--- config.mk ---
export PLATFORM = sky130hd
export DESIGN_NAME = loadable_updown_counter_bcd
export DESIGN_NICKNAME = d
export VERILOG_FILES = /design/src/rtl/loadable_updown_counter_bcd.sv
export SDC_FILE = /design/constraint.sdc
export NUM_CORES = 1
export LEC_CHECK = 0
export BUFFER_PORTS_ARGS = -buffer_cell sky130_fd_sc_hd__buf_2
export CORE_UTILIZATION = 50
export CTS_BUF_LIST = sky130_fd_sc_hd__clkbuf_4
export DETAILED_ROUTE_END_ITERATION = 16
export PLACE_DENSITY = 0.87
export SYNTH_ARGS = -nofsm -noshare
export SYNTH_HDL_FRONTEND = slang
export SYNTH_SLANG_ARGS = --single-unit
export TNS_END_PERCENT = 10
--- constraint.sdc ---
create_clock -name clk -period 2.1 [get_ports clk]
set_clock_uncertainty 0.2 [all_clocks]
set_input_delay 0.63 -clock clk [delete_from_list [all_inputs] [get_ports clk]]
set_output_delay 0.63 -clock clk [all_outputs]
set_load 0.005 [all_outputs]
--- src/rtl/loadable_updown_counter_bcd.sv ---
// Two-digit BCD up/down counter mod MODULUS with sync load, 1-cycle registered carry/borrow; no backpressure.
// Define BCD_CNT_STOP_AT_ZERO_EN for timer mode: down count stops at 00 and raises done.
module loadable_updown_counter_bcd #(
  parameter int MODULUS = 60
) (
  input  logic       clk,
  input  logic       reset_n,
  input  logic       tick,
  input  logic       up_down,
  input  logic       load_en,
  input  logic [3:0] set_value1,
  input  logic [3:0] set_value10,
  output logic [3:0] dec1,
  output logic [3:0] dec10,
  output logic       carry_pulse,
  output logic       zero,
  output logic       done
);

  localparam int         MAXV  = MODULUS - 1;
  localparam logic [3:0] MAX_T = 4'(MAXV / 10);
  localparam logic [3:0] MAX_U = 4'(MAXV % 10);

  logic [3:0] dec1_q, dec1_d;
  logic [3:0] dec10_q, dec10_d;
  logic       carry_q, carry_d;
  logic [7:0] load_val;
  logic       load_ok;
  logic       at_max;
  logic       at_zero;

  // Digits up to 15 each give at most 165, so 8 bits cannot overflow.
  assign load_val = 8'(set_value10) * 8'd10 + 8'(set_value1);
  assign load_ok  = (set_value1 <= 4'd9) && (set_value10 <= 4'd9) && (load_val < 8'(MODULUS));
  assign at_max   = (dec10_q == MAX_T) && (dec1_q == MAX_U);
  assign at_zero  = (dec10_q == 4'd0) && (dec1_q == 4'd0);

`ifdef BCD_CNT_STOP_AT_ZERO_EN
  logic done_q, done_d;
`endif

  always_comb begin
    dec1_d  = dec1_q;
    dec10_d = dec10_q;
    carry_d = 1'b0;
`ifdef BCD_CNT_STOP_AT_ZERO_EN
    done_d  = done_q;
`endif
    if (load_en) begin
      if (load_ok) begin
        dec1_d  = set_value1;
        dec10_d = set_value10;
      end else begin
        dec1_d  = MAX_U;
        dec10_d = MAX_T;
      end
`ifdef BCD_CNT_STOP_AT_ZERO_EN
      done_d = 1'b0;
`endif
    end else if (tick) begin
      if (up_down) begin
        if (at_max) begin
          dec1_d  = 4'd0;
          dec10_d = 4'd0;
          carry_d = 1'b1;
        end else if (dec1_q == 4'd9) begin
          dec1_d  = 4'd0;
          dec10_d = dec10_q + 4'd1;
        end else begin
          dec1_d = dec1_q + 4'd1;
        end
`ifdef BCD_CNT_STOP_AT_ZERO_EN
        done_d = 1'b0;
`endif
      end else begin
        if (at_zero) begin
`ifdef BCD_CNT_STOP_AT_ZERO_EN
          done_d = 1'b1;
`else
          dec1_d  = MAX_U;
          dec10_d = MAX_T;
          carry_d = 1'b1;
`endif
        end else if (dec1_q == 4'd0) begin
          dec1_d  = 4'd9;
          dec10_d = dec10_q - 4'd1;
        end else begin
          dec1_d = dec1_q - 4'd1;
`ifdef BCD_CNT_STOP_AT_ZERO_EN
          if ((dec10_q == 4'd0) && (dec1_q == 4'd1)) done_d = 1'b1;
`endif
        end
      end
    end
  end

  always_ff @(posedge clk or negedge reset_n) begin
    if (!reset_n) begin
      dec1_q  <= 4'd0;
      dec10_q <= 4'd0;
      carry_q <= 1'b0;
    end else begin
      dec1_q  <= dec1_d;
      dec10_q <= dec10_d;
      carry_q <= carry_d;
    end
  end

`ifdef BCD_CNT_STOP_AT_ZERO_EN
  always_ff @(posedge clk or negedge reset_n) begin
    if (!reset_n) done_q <= 1'b0;
    else          done_q <= done_d;
  end
  assign done = done_q;
`else
  assign done = 1'b0;
`endif

  assign dec1        = dec1_q;
  assign dec10       = dec10_q;
  assign carry_pulse = carry_q;
  assign zero        = at_zero;

endmodule

Word-level counts from Yosys, hierarchy flattened
Index checks and enable logic that the tools add are counted.

operators by class
  reductions and logical operators = 9
  equal/unequal tests = 3
  multiplexer cells = 21
  order comparisons = 3
  $add $sub $neg = 5
  multipliers = 1

operator list
  kind                                                                  number
  4-bit two-way mux                                                     16
  4-bit by 1-bit adder with 4-bit output, second input constant         2
  8-bit by 4-bit adder with 8-bit output                                1
  4-bit <= comparator, second input constant                            2
  4-bit logical NOT                                                     2
  8-bit by 6-bit < comparator with 1-bit output, second input constant  1
  4-bit by 1-bit subtractor with 4-bit output, second input constant    2
  4-bit by 3-bit multiplier with 7-bit output, second input constant    1
  1-bit two-way mux                                                     5
  4-bit by 3-bit == test with 1-bit output, second input constant       1
  4-bit == test, second input constant                                  1
  1-bit logical AND                                                     4
  4-bit by 1-bit != test with 1-bit output, second input constant       1
  4-bit nonzero test                                                    1
  3-bit AND reduction                                                   1
  2-bit nonzero test                                                    1

storage, ports and cells
  logic and storage cells = 45
  output and inout port bits = 11
  input port bits = 13
  bits in registers = 9

Logic depth before layout (Yosys ltp)
Gate-level depths: netlist of the first run.

  depth after elaboration = 6
  gate-level depth with buffers = 10
  mapped depth without buffers = 9

Worst setup path after synthesis of the first run
No wires, ideal clock.

  kind = input port to flip-flop
  start = in set_value10[1]
  end = reg dec10_q[2] (netlist: dec10[2])
  arrival time = 2.568 ns
  setup time = 0.127 ns
  stages on the path = 9
  path buffers = 0
  slack = -0.795 ns
  data required time = 1.773 ns
  cell sequence = ha_1 > ha_1 > fa_1 > nand2_1 > a21oi_1 > xnor2_1 > xor2_1 > and3b_1 > a21oi_1

on the way
  cells in the longest elaborated chain, start to end = 6
  elaborated cells between the ends (all ways) = 8
  classes of those cells = add/sub: 1; mul: 1; order compare: 2; mux: 2; reduce/logical: 2

ends and longest elaborated chain
  item                                           line  text
  start, declared                                12    input logic [3:0] set_value10,
  4-bit by 3-bit multiplier with 7-bit output    33    assign load_val = 8'(set_value10) * 8'd10 + 8'(set_value1);
  8-bit by 4-bit adder with 8-bit output         33
  8-bit by 6-bit < comparator with 1-bit output  34    assign load_ok = (set_value1 <= 4'd9) && (set_value10 <= 4'd9) && (load_val < 8'(MODULUS));
  1-bit logical AND *                            34
  4-bit two-way mux *                            50    if (load_ok) begin
  4-bit two-way mux *                            49    if (load_en) begin
  end signal, assigned                           100   dec10_q <= 4'd0;
  end signal, assigned                           104   dec10_q <= dec10_d;
  end, declared                                  25    logic [3:0] dec10_q, dec10_d;

Mark *: on every way between the ends. The rest lies on a longest branch, timed or not.
A chain may end at the register's enable or synchronous reset.

Worst setup path after layout of the first run
  start = in set_value10[1]
  end = reg dec1_q[0] (netlist: dec1[0])

on the way
  cells in the longest elaborated chain, start to end = 6
  elaborated cells between the ends (all ways) = 8
  classes of those cells = add/sub: 1; mul: 1; order compare: 2; mux: 2; reduce/logical: 2

ends and longest elaborated chain
  item                                           line  text
  4-bit by 3-bit multiplier with 7-bit output    33
  8-bit by 4-bit adder with 8-bit output         33
  8-bit by 6-bit < comparator with 1-bit output  34
  1-bit logical AND *                            34
  4-bit two-way mux *                            50
  4-bit two-way mux *                            49
  end signal, assigned                           99    dec1_q <= 4'd0;
  end signal, assigned                           103   dec1_q <= dec1_d;
  end, declared                                  24    logic [3:0] dec1_q, dec1_d;

Marked as above.

==> results of run 1 <==
## metrics by stage
step	hold WS, ns	setup TNS [ns]	total power, uW
finish	0.489	-4.50	794
global route	0.500	-5.05	861
CTS	0.00116	-4.48	782
detailed placement	0.285	-7.48	616
global placement	0.282	-7.00	592
floorplan	0.134	-5.53	466
## routing by layer
metal,up-vias,wire length (um),GRT usage [%]
met4,0,72,12.2
met5,-,0,0
met3,8,72,2.59
met2,31,1450,47.5
li1,557,-,-
met1,523,1090,27.4
## power breakdown
group          switching, uW  internal [uW]  leakage (uW)  total (uW)
logic                    214            211      0.000553         425
registers               27.2            195      0.000107         222
clock network           60.4           86.1     0.0000184         147
total                    301            492      0.000678         794
## cell usage in the layout (no fill, tap or decap), drive strengths merged, types with 2 or more instances in the layout
master,synthesis,routed
clkbuf,4,4
inv,11,11
or4,2,2
buf,5,47
o2111ai,2,2
nor2b,3,3
nor4,2,2
xor2,5,5
nor3,5,5
a21oi,6,6
o21a,3,3
a211oi,4,4
nor2,12,12
o41ai,2,2
xnor2,3,3
o21ai,4,4
ha,9,9
fa,2,2
a41oi,2,2
dfrtp,9,9
a221oi,2,2
a31o,2,2
a31oi,3,3
nand2,8,8
## worst max-delay path: stages
cell,delay (ns)
buf_8,0.10
ha_4,0.24
ha_4,0.16
fa_2,0.56
o2111ai_2,0.12
xor2_1,0.15
o31ai_1,0.20
and4_4,0.31
a41oi_2,0.12
## cell type report
class                   instances  area, sq um
clock buffers                   4         30.0
repair buffers                 48          324
multi-input cells             100          842
flip-flops and latches          9          225
inverters                      11         41.3
well taps                      27         33.8
fillers                       131          485
## synthesized netlist by cell type (2+ instances only)
library cell | number | area [sq um]
clkbuf_1 | 4 | 15.0
fa_1 | 2 | 40.0
o21a_1 | 2 | 15.0
dfrtp_1 | 9 | 225
a21oi_1 | 6 | 30.0
a31oi_1 | 3 | 18.8
a41oi_1 | 2 | 17.5
nor3_1 | 5 | 25.0
nand2_1 | 8 | 30.0
xnor2_1 | 3 | 26.3
inv_1 | 10 | 37.5
nor2b_1 | 3 | 18.8
o21ai_0 | 2 | 10.0
a31o_1 | 2 | 17.5
ha_1 | 9 | 113
nor2_1 | 12 | 45.0
a211oi_1 | 4 | 30.0
o2111ai_1 | 2 | 17.5
o21ai_1 | 2 | 10.0
buf_2 | 3 | 15.0
xor2_1 | 5 | 43.8
nor4_1 | 2 | 12.5
## what timing repair did
action,CTS,global route
endpoints found under the setup margin,9,9
resized for setup,9,5
endpoints found under the hold margin,0,4
cloned,0,0
pin swaps,8,3
hold buffers,0,1
buffers inserted,1,0
## worst paths after layout
check                                from  slack (ns)          end  cells past startpoint
hold reg to reg                  dec10[3]        0.55     dec10[3]                      2
max in group asynchronous         reset_n        0.99  carry_pulse                      2
min in group asynchronous         reset_n        0.53     dec10[2]                      2
hold / removal              set_value1[0]        0.49      dec1[0]                      3
setup reg to reg                  dec1[0]        0.06     dec10[3]                      6
setup / recovery           set_value10[1]       -0.57      dec1[0]                      9
## flip-flops by register name, summed over array words and instances, names as in the netlist
name         flops
carry_pulse      1
dec10            4
dec1             4
## logic make-up (layout without fill, tap and decap cells)
group	count (synthesis)	in the layout	synth area share, %
flip-flops	9	9	21.1
multiplexers	1	1	1.05
XOR/XNOR	8	8	6.55
AO/OA/AOI/OAI	35	35	25.9
other	1	1	0.351
adder cells (fa/ha/maj)	11	11	14.3
AND/OR/NAND/NOR	44	44	22.5
buffers and inverters	20	63	8.42
==> results.toml, run 1 <==
[outcome]
status = "finished, violations left"
violations = "negative setup slack"

[grt]
grt_pass1_wl_um = 4030
globalRouteOverflowTotal = 0
grt_usage_pct = 25.1
grt_pass1_vias = 1037
grt_start_max_net_pins = 15
antenna_found_initial = 0

[cts]
tritoncts = "yes"
cts-root-buf = "clkbuf_4"
cts_buffer_depth = 2
cts.clk_slew.worst_paths_ns = 0.06
cts_sinks = 9
clk_latency_ns = 0.26
cts_max_level = 1
cts_buffers = 3

[layout]
design_area_sq_um = 1500
layout-drive-gt1-share_pct = 39.5
final_util_pct = 75.5
final_cells = 199
nNetsFinal = 197
area_growth_pct = 39.9
num_antenna_cells = 0

[place]
port_buffers = 22
place_inst = 193
dp_slack_ns = -0.984
place_congestion = 0.770
place.detailed.hpwl_um = 2170
dpl_cell_area_sq_um = 1370

[synth]
synth_edf_count = 0
synthFlopType = "dfrtp_1"
synth-seq-cells = 9
syn_nets = 153
async_reset_ff_share_pct = 100
netlist_area_sq_um = 1070
yosysSeqAreaShare_pct = 21.1
syn_inst = 129
syn_avg_cell_area_sq_um = 8.29
ys_warn_count = 0
synth_cell_types = 51

[detailed_routing]
ant_nets = 0
drc = 0
drt_pre_antenna_iters = 4
wl_per_cell_um = 13.5
first_iter_violations = 24
routed_via_density = 5.62
vias = 1119
wirelength_um = 2680

[floorplan]
die-height_um = 48.3
die_area_sq_um = 2330
io_pins = 24
start_util_pct = 54.0
core_sq_um = 1980
rows = 16
die_w_um = 48.3

[critical_path]
crit_path_end_kind = "flop"
critPathRequiredTime_ns = 2.03
critPathMaxFanout = 8
path_class = "in2reg"
crit_path_start_kind = "primary input"
worst-endpoint-arrival_ns = 2.60

[sta]
fin_crit_sh_pct = 127
period_minus_slack_ns = 2.67
slew_violations = 0
final.setup.worst_slack_ns = -0.570
rsz0062_at_grt = "yes"
max_freq_ghz = 0.375
setup_viol_count_final = 9
hold_violations = 0

[power_and_ir_drop]
p_per_area_nw_per_um2 = 530
ir_worst_vdd_v = 0.000381
p_leak_uw = 0.000678

[run]
max_cap_violations = 0

[hold_path]
hold_path.class = "in2reg"
No activity file was read; power rests on OpenSTA's default activity.
==> run 2, diff against run 1 <==
Settings changed: CTS_CLUSTER_SIZE from default to 8, TNS_END_PERCENT 10 to default.
==> run 2 against run 1 <==
Against the previous run: the run still ends with negative setup slack left; largest cell class unchanged; wire length up 9.9%; critical endpoint is now dec1[3]; flip-flop and latch count did not move; combinational power grew 2%; sequential power about the same; register-to-register slack got worse by 0.15 ns; first-iteration DRC count up 21%; sequential share of layout area about the same; critical path depth is the same; final cell count grew 0.50%; total power up 0.28%.
==> results.toml, run 2 (synthesized netlist as in run 1, its figures left out) <==
[power_and_ir_drop]
p_per_area_nw_per_um2 = 531
ir_worst_vdd_v = 0.000377
p_leak_uw = 0.000682

[layout]
final_cells = 200
multi_input_area_sq_um = 841
regArea_sq_um = 225
nNetsFinal = 198
design_area_sq_um = 1500
most-common-layout-cells = "27 x buf_4, 20 x buf_2, 12 x nor2_1"
layout-drive-gt1-share_pct = 41.6
mostFrequentLayoutCell = "buf_4"
num_antenna_cells = 0
n_fill_cell = 137
area_growth_pct = 40.2

[cts]
cts_buffers = 3
cts-root-buf = "clkbuf_4"
cts_max_level = 1
cts.clk_slew.worst_paths_ns = 0.06
clk_latency_ns = 0.25
tritoncts = "yes"
cts_buffer_depth = 2
cts_sinks = 9

[floorplan]
start_util_pct = 54.0
io_pins = 24
core_sq_um = 1980
die-height_um = 48.3
die_w_um = 48.3
rows = 16
die_area_sq_um = 2330

[place]
place_congestion = 0.772
dpl_cell_area_sq_um = 1390
place_inst = 194
place.detailed.hpwl_um = 2240
dp_slack_ns = -1.06
port_buffers = 22

[critical_path]
r2r_start = "dec1[0]"
path_class = "in2reg"
crit_buf_inv = 1
crit_chain = "buf_8, ha_4, ha_4, fa_2, o2111ai_2, xor2_1, o31ai_1, and4_4, a31oi_1"
critPathRequiredTime_ns = 2.02
critPathMaxFanout = 8
crit_path_end_kind = "flop"
critical-path-top-delay-family = "adder cells"
startpoint = "set_value10[1]"
crit_path_start_kind = "primary input"
r2r_setup_slack_ns = -0.09
setup.worst_path.end = "dec1[3]"
cp.depth = 9
worstRegToRegCells = 7
worst-endpoint-arrival_ns = 2.67
critPathMaxStageDelay_ns = 0.56
reg2reg_to = "dec10[3]"
path_common_cell = "ha_4"
cp_slowest_cell = "fa_2"

[sta]
period_minus_slack_ns = 2.75
setup_viol_count_final = 9
hold_violations = 0
max_freq_ghz = 0.364
whs_ns = 0.0160
final.setup.worst_slack_ns = -0.649
fin_crit_sh_pct = 131
slew_violations = 0
rsz0062_at_grt = "yes"

[detailed_routing]
drc = 0
ant_nets = 0
routed_via_density = 5.80
drt_pre_antenna_iters = 4
wirelength_um = 2950
vias = 1159
wl_per_cell_um = 14.8
first_iter_violations = 29

[outcome]
violations = "negative setup slack"
status = "finished, violations left"

[run]
max_cap_violations = 0

[grt]
grt_start_max_net_pins = 15
grt_pass1_vias = 1013
globalRouteOverflowTotal = 0
grt_pass1_wl_um = 4220
grt_usage_pct = 26.5
antenna_found_initial = 0

[hold_path]
hold_path.class = "in2async"
run 2: cell types whose count changed in the layout (fill, tap and decap cells not counted):
cell,change
buf_4,+2
dlygate4sd3_1,-1
inv_1,-2
inv_2,+2
o2bb2ai_1,-1
o2bb2ai_2,+1
xor2_1,+1
xor2_2,-1
run 2: how the worst min path moves through the flow:
stage             endpoint    start  slack, ns  cells past startpoint
2_1_floorplan  carry_pulse  reset_n       0.13                      0
3_3_place_gp       dec1[0]  reset_n       0.28                      1
3_5_place_dp       dec1[0]  reset_n       0.29                      1
4_1_cts            dec1[0]  reset_n       0.02                      1
5_1_grt            dec1[0]  reset_n       0.01                      1
6_report           dec1[0]  reset_n       0.02                      1
run 2: per-layer routing:
layer | vias up | part of all wire, % | GRT usage [%]
met5 | - | 0 | 0
met4 | 0 | 0 | 6.67
met1 | 553 | 37 | 27.1
met3 | 0 | 4.7 | 3.33
met2 | 47 | 58 | 54.9
li1 | 559 | - | -
run 2: stage by stage:
stage | util, % | setup TNS, ns | total power [uW]
2_1_floorplan | - | -5.49 | 470
3_3_place_gp | 70.3 | -7.15 | 593
3_5_place_dp | 70.3 | -7.96 | 619
4_1_cts | 74.2 | -4.81 | 777
5_1_grt | 75.7 | -5.25 | 855
6_report | 75.7 | -5.25 | 796
run 2: cell type report:
class,count,share of cell area [%]
clock buffer,4,2.00
inverter,11,2.75
tap,27,2.25
timing repair buffer,49,21.9
multi-input combinational,100,56.0
sequential,9,15.0
run 2: report_power, final:
| group | switching [uW] | internal [uW] | total, uW |
|---|---|---|---|
| registers | 29.1 | 195 | 224 |
| clock network | 52.9 | 85.6 | 139 |
| logic | 223 | 210 | 434 |
| total | 305 | 491 | 796 |
run 2: what timing repair did:
action                     4_1_cts  5_1_grt
hold endpoints to repair         0        0
setup buffers                    1        1
hold buffers                     0        0
resized for setup                9        5
pin swaps                       13        7
setup endpoints to repair        9        9
==> run 3, diff against run 2 <==
Settings changed: CORE_MARGIN from default to 2, GPL_TIMING_DRIVEN from default to 0.
==> run 3 against run 2 <==
Against the previous run: the flow still finishes with violations (negative setup slack); largest power group unchanged; design area down 6.4%; total power down 5.5%; non-clock buffer count down 14; clock power about the same; via count down 8.5%; core utilization down 4.9 points.
==> results.toml, run 3 (synthesized netlist as in run 1, its figures left out) <==
[outcome]
status = "finished, violations left"
violations = "negative setup slack"

[run]
max_cap_violations = 0

[place]
place_congestion = 0.806
port_buffers = 20
dp_slack_ns = -1.13
dpl_cell_area_sq_um = 1250
place.detailed.hpwl_um = 1830

[sta]
hold_violations = 0
whs_ns = 0.00760
slew_violations = 0
setup_viol_count_final = 9
fin_crit_sh_pct = 133
worst_slew_margin_rel_pct = 49.4
final.setup.worst_slack_ns = -0.694
period_minus_slack_ns = 2.79
worstMarginPinSlew_ns = 0.749
rsz0062_at_grt = "yes"
max_freq_ghz = 0.358

[detailed_routing]
first_iter_violations = 25
drt_pre_antenna_iters = 4
vias = 1060
wirelength_um = 2440
drc = 0
ant_nets = 0
routed_via_density = 5.70
wl_per_cell_um = 13.1

[cts]
cts_max_level = 1
cts_buffers = 3
tritoncts = "yes"
cts-root-buf = "clkbuf_4"
cts.clk_slew.worst_paths_ns = 0.06
clk_latency_ns = 0.25
cts_sinks = 9
cts_buffer_depth = 2

[layout]
mostFrequentLayoutCell = "buf_2"
final_util_pct = 70.8
design_area_sq_um = 1400
most-common-layout-cells = "20 x buf_2, 12 x nor2_1, 10 x inv_1"
nNetsFinal = 184
area_growth_pct = 31.2
layout-drive-gt1-share_pct = 34.6
num_antenna_cells = 0

[power_and_ir_drop]
swShare_pct = 37.9
ir_worst_vdd_v = 0.000324
comb_power_share_pct = 52.3
p_clk_share_pct = 18.4
p_leak_uw = 0.000606
p_per_area_nw_per_um2 = 536
p_switching_uw = 285
power_frac_seq_pct = 29.3
p_int_uw = 467
fin_total_pwr_uw = 752

[grt]
grt_pass1_vias = 1008
grt_start_max_net_pins = 11
antenna_found_initial = 0
grt_pass1_wl_um = 4220
grt_usage_pct = 21.7
globalRouteOverflowTotal = 0

[critical_path]
crit_buf_inv = 1
crit_path_end_kind = "flop"
critPathMaxStageDelay_ns = 0.57
critPathRequiredTime_ns = 2.00
critical-path-top-delay-family = "adder cells"
crit_path_start_kind = "primary input"
crit_chain = "buf_8, ha_4, ha_4, fa_2, o2111ai_2, xor2_1, o31ai_1, and4_4, a41oi_2"
cp_slowest_cell = "fa_2"
path_common_cell = "ha_4"
worst-endpoint-arrival_ns = 2.70
critPathMaxFanout = 8
path_class = "in2reg"

[floorplan]
rows = 16
core_sq_um = 1980
start_util_pct = 54.0
die_w_um = 50.3
die_area_sq_um = 2530
die-height_um = 50.3
io_pins = 24

[hold_path]
hold_path.class = "in2async"
==> run 3: cell count changes in the layout (fill, tap and decap cells not counted), moves of 2 or more <==
cell,delta
buf_4,-19
clkbuf_1,+4
inv_1,+2
inv_2,-2
==> run 3: path summary, 6_finish.rpt <==
| kind | start | end | slack, ns | cells after the start |
|---|---|---|---|---|
| max | set_value10[1] | dec1[0] | -0.69 | 9 |
| min | reset_n | dec1[0] | 0.008 | 1 |
| max reg2reg | dec1[1] | dec10[2] | -0.18 | 5 |
| min reg2reg | dec10[3] | dec10[3] | 0.53 | 2 |
| max in group asynchronous | reset_n | dec1[3] | 1.51 | 1 |
| min in group clk | set_value1[0] | dec1[0] | 0.45 | 3 |
==> run 3: final cells by class <==
type                            instances  area, sq um
Fill cell                             166          578
Tap cell                               27         33.8
Buffer                                  8         43.8
Clock buffer                            4         30.0
Inverter                               11         41.3
Multi-Input combinational cell        100          860
Sequential cell                         9          226
Timing Repair Buffer                   27          169
==> run 3: stage by stage <==
stage	setup TNS (ns)	std cells
floorplan	-5.49	129
global placement	-7.68	176
detailed placement	-8.35	176
CTS	-4.97	183
global route	-5.95	186
finish	-5.38	186
==> run 3: timing repair <==
item,in CTS,in global routing
endpoints found under the setup margin,9,9
buffers inserted,4,3
resized for setup,17,1
hold buffers,0,0
pin swaps,17,6
==> run 3: metal layers <==
layer | share of wire, % | wire [um] | vias to the layer above | GRT usage [%]
met5 | 0 | 0 | - | 0
met4 | 2.3 | 56 | 0 | 11.1
met3 | 2.9 | 70 | 6 | 2.08
met2 | 52 | 1280 | 28 | 39.5
met1 | 42 | 1040 | 493 | 24.9
li1 | - | - | 533 | -
==> run 3: power groups by stage <==
stage / Sequential [uW] / Clock (uW) / Combinational, uW
3_3_place_gp: 220 / 0 / 327
3_5_place_dp: 222 / 0 / 339
4_1_cts: 219 / 143 / 376
5_1_grt: 223 / 151 / 442
6_report: 220 / 139 / 393
2_1_floorplan: 221 / 0 / 250
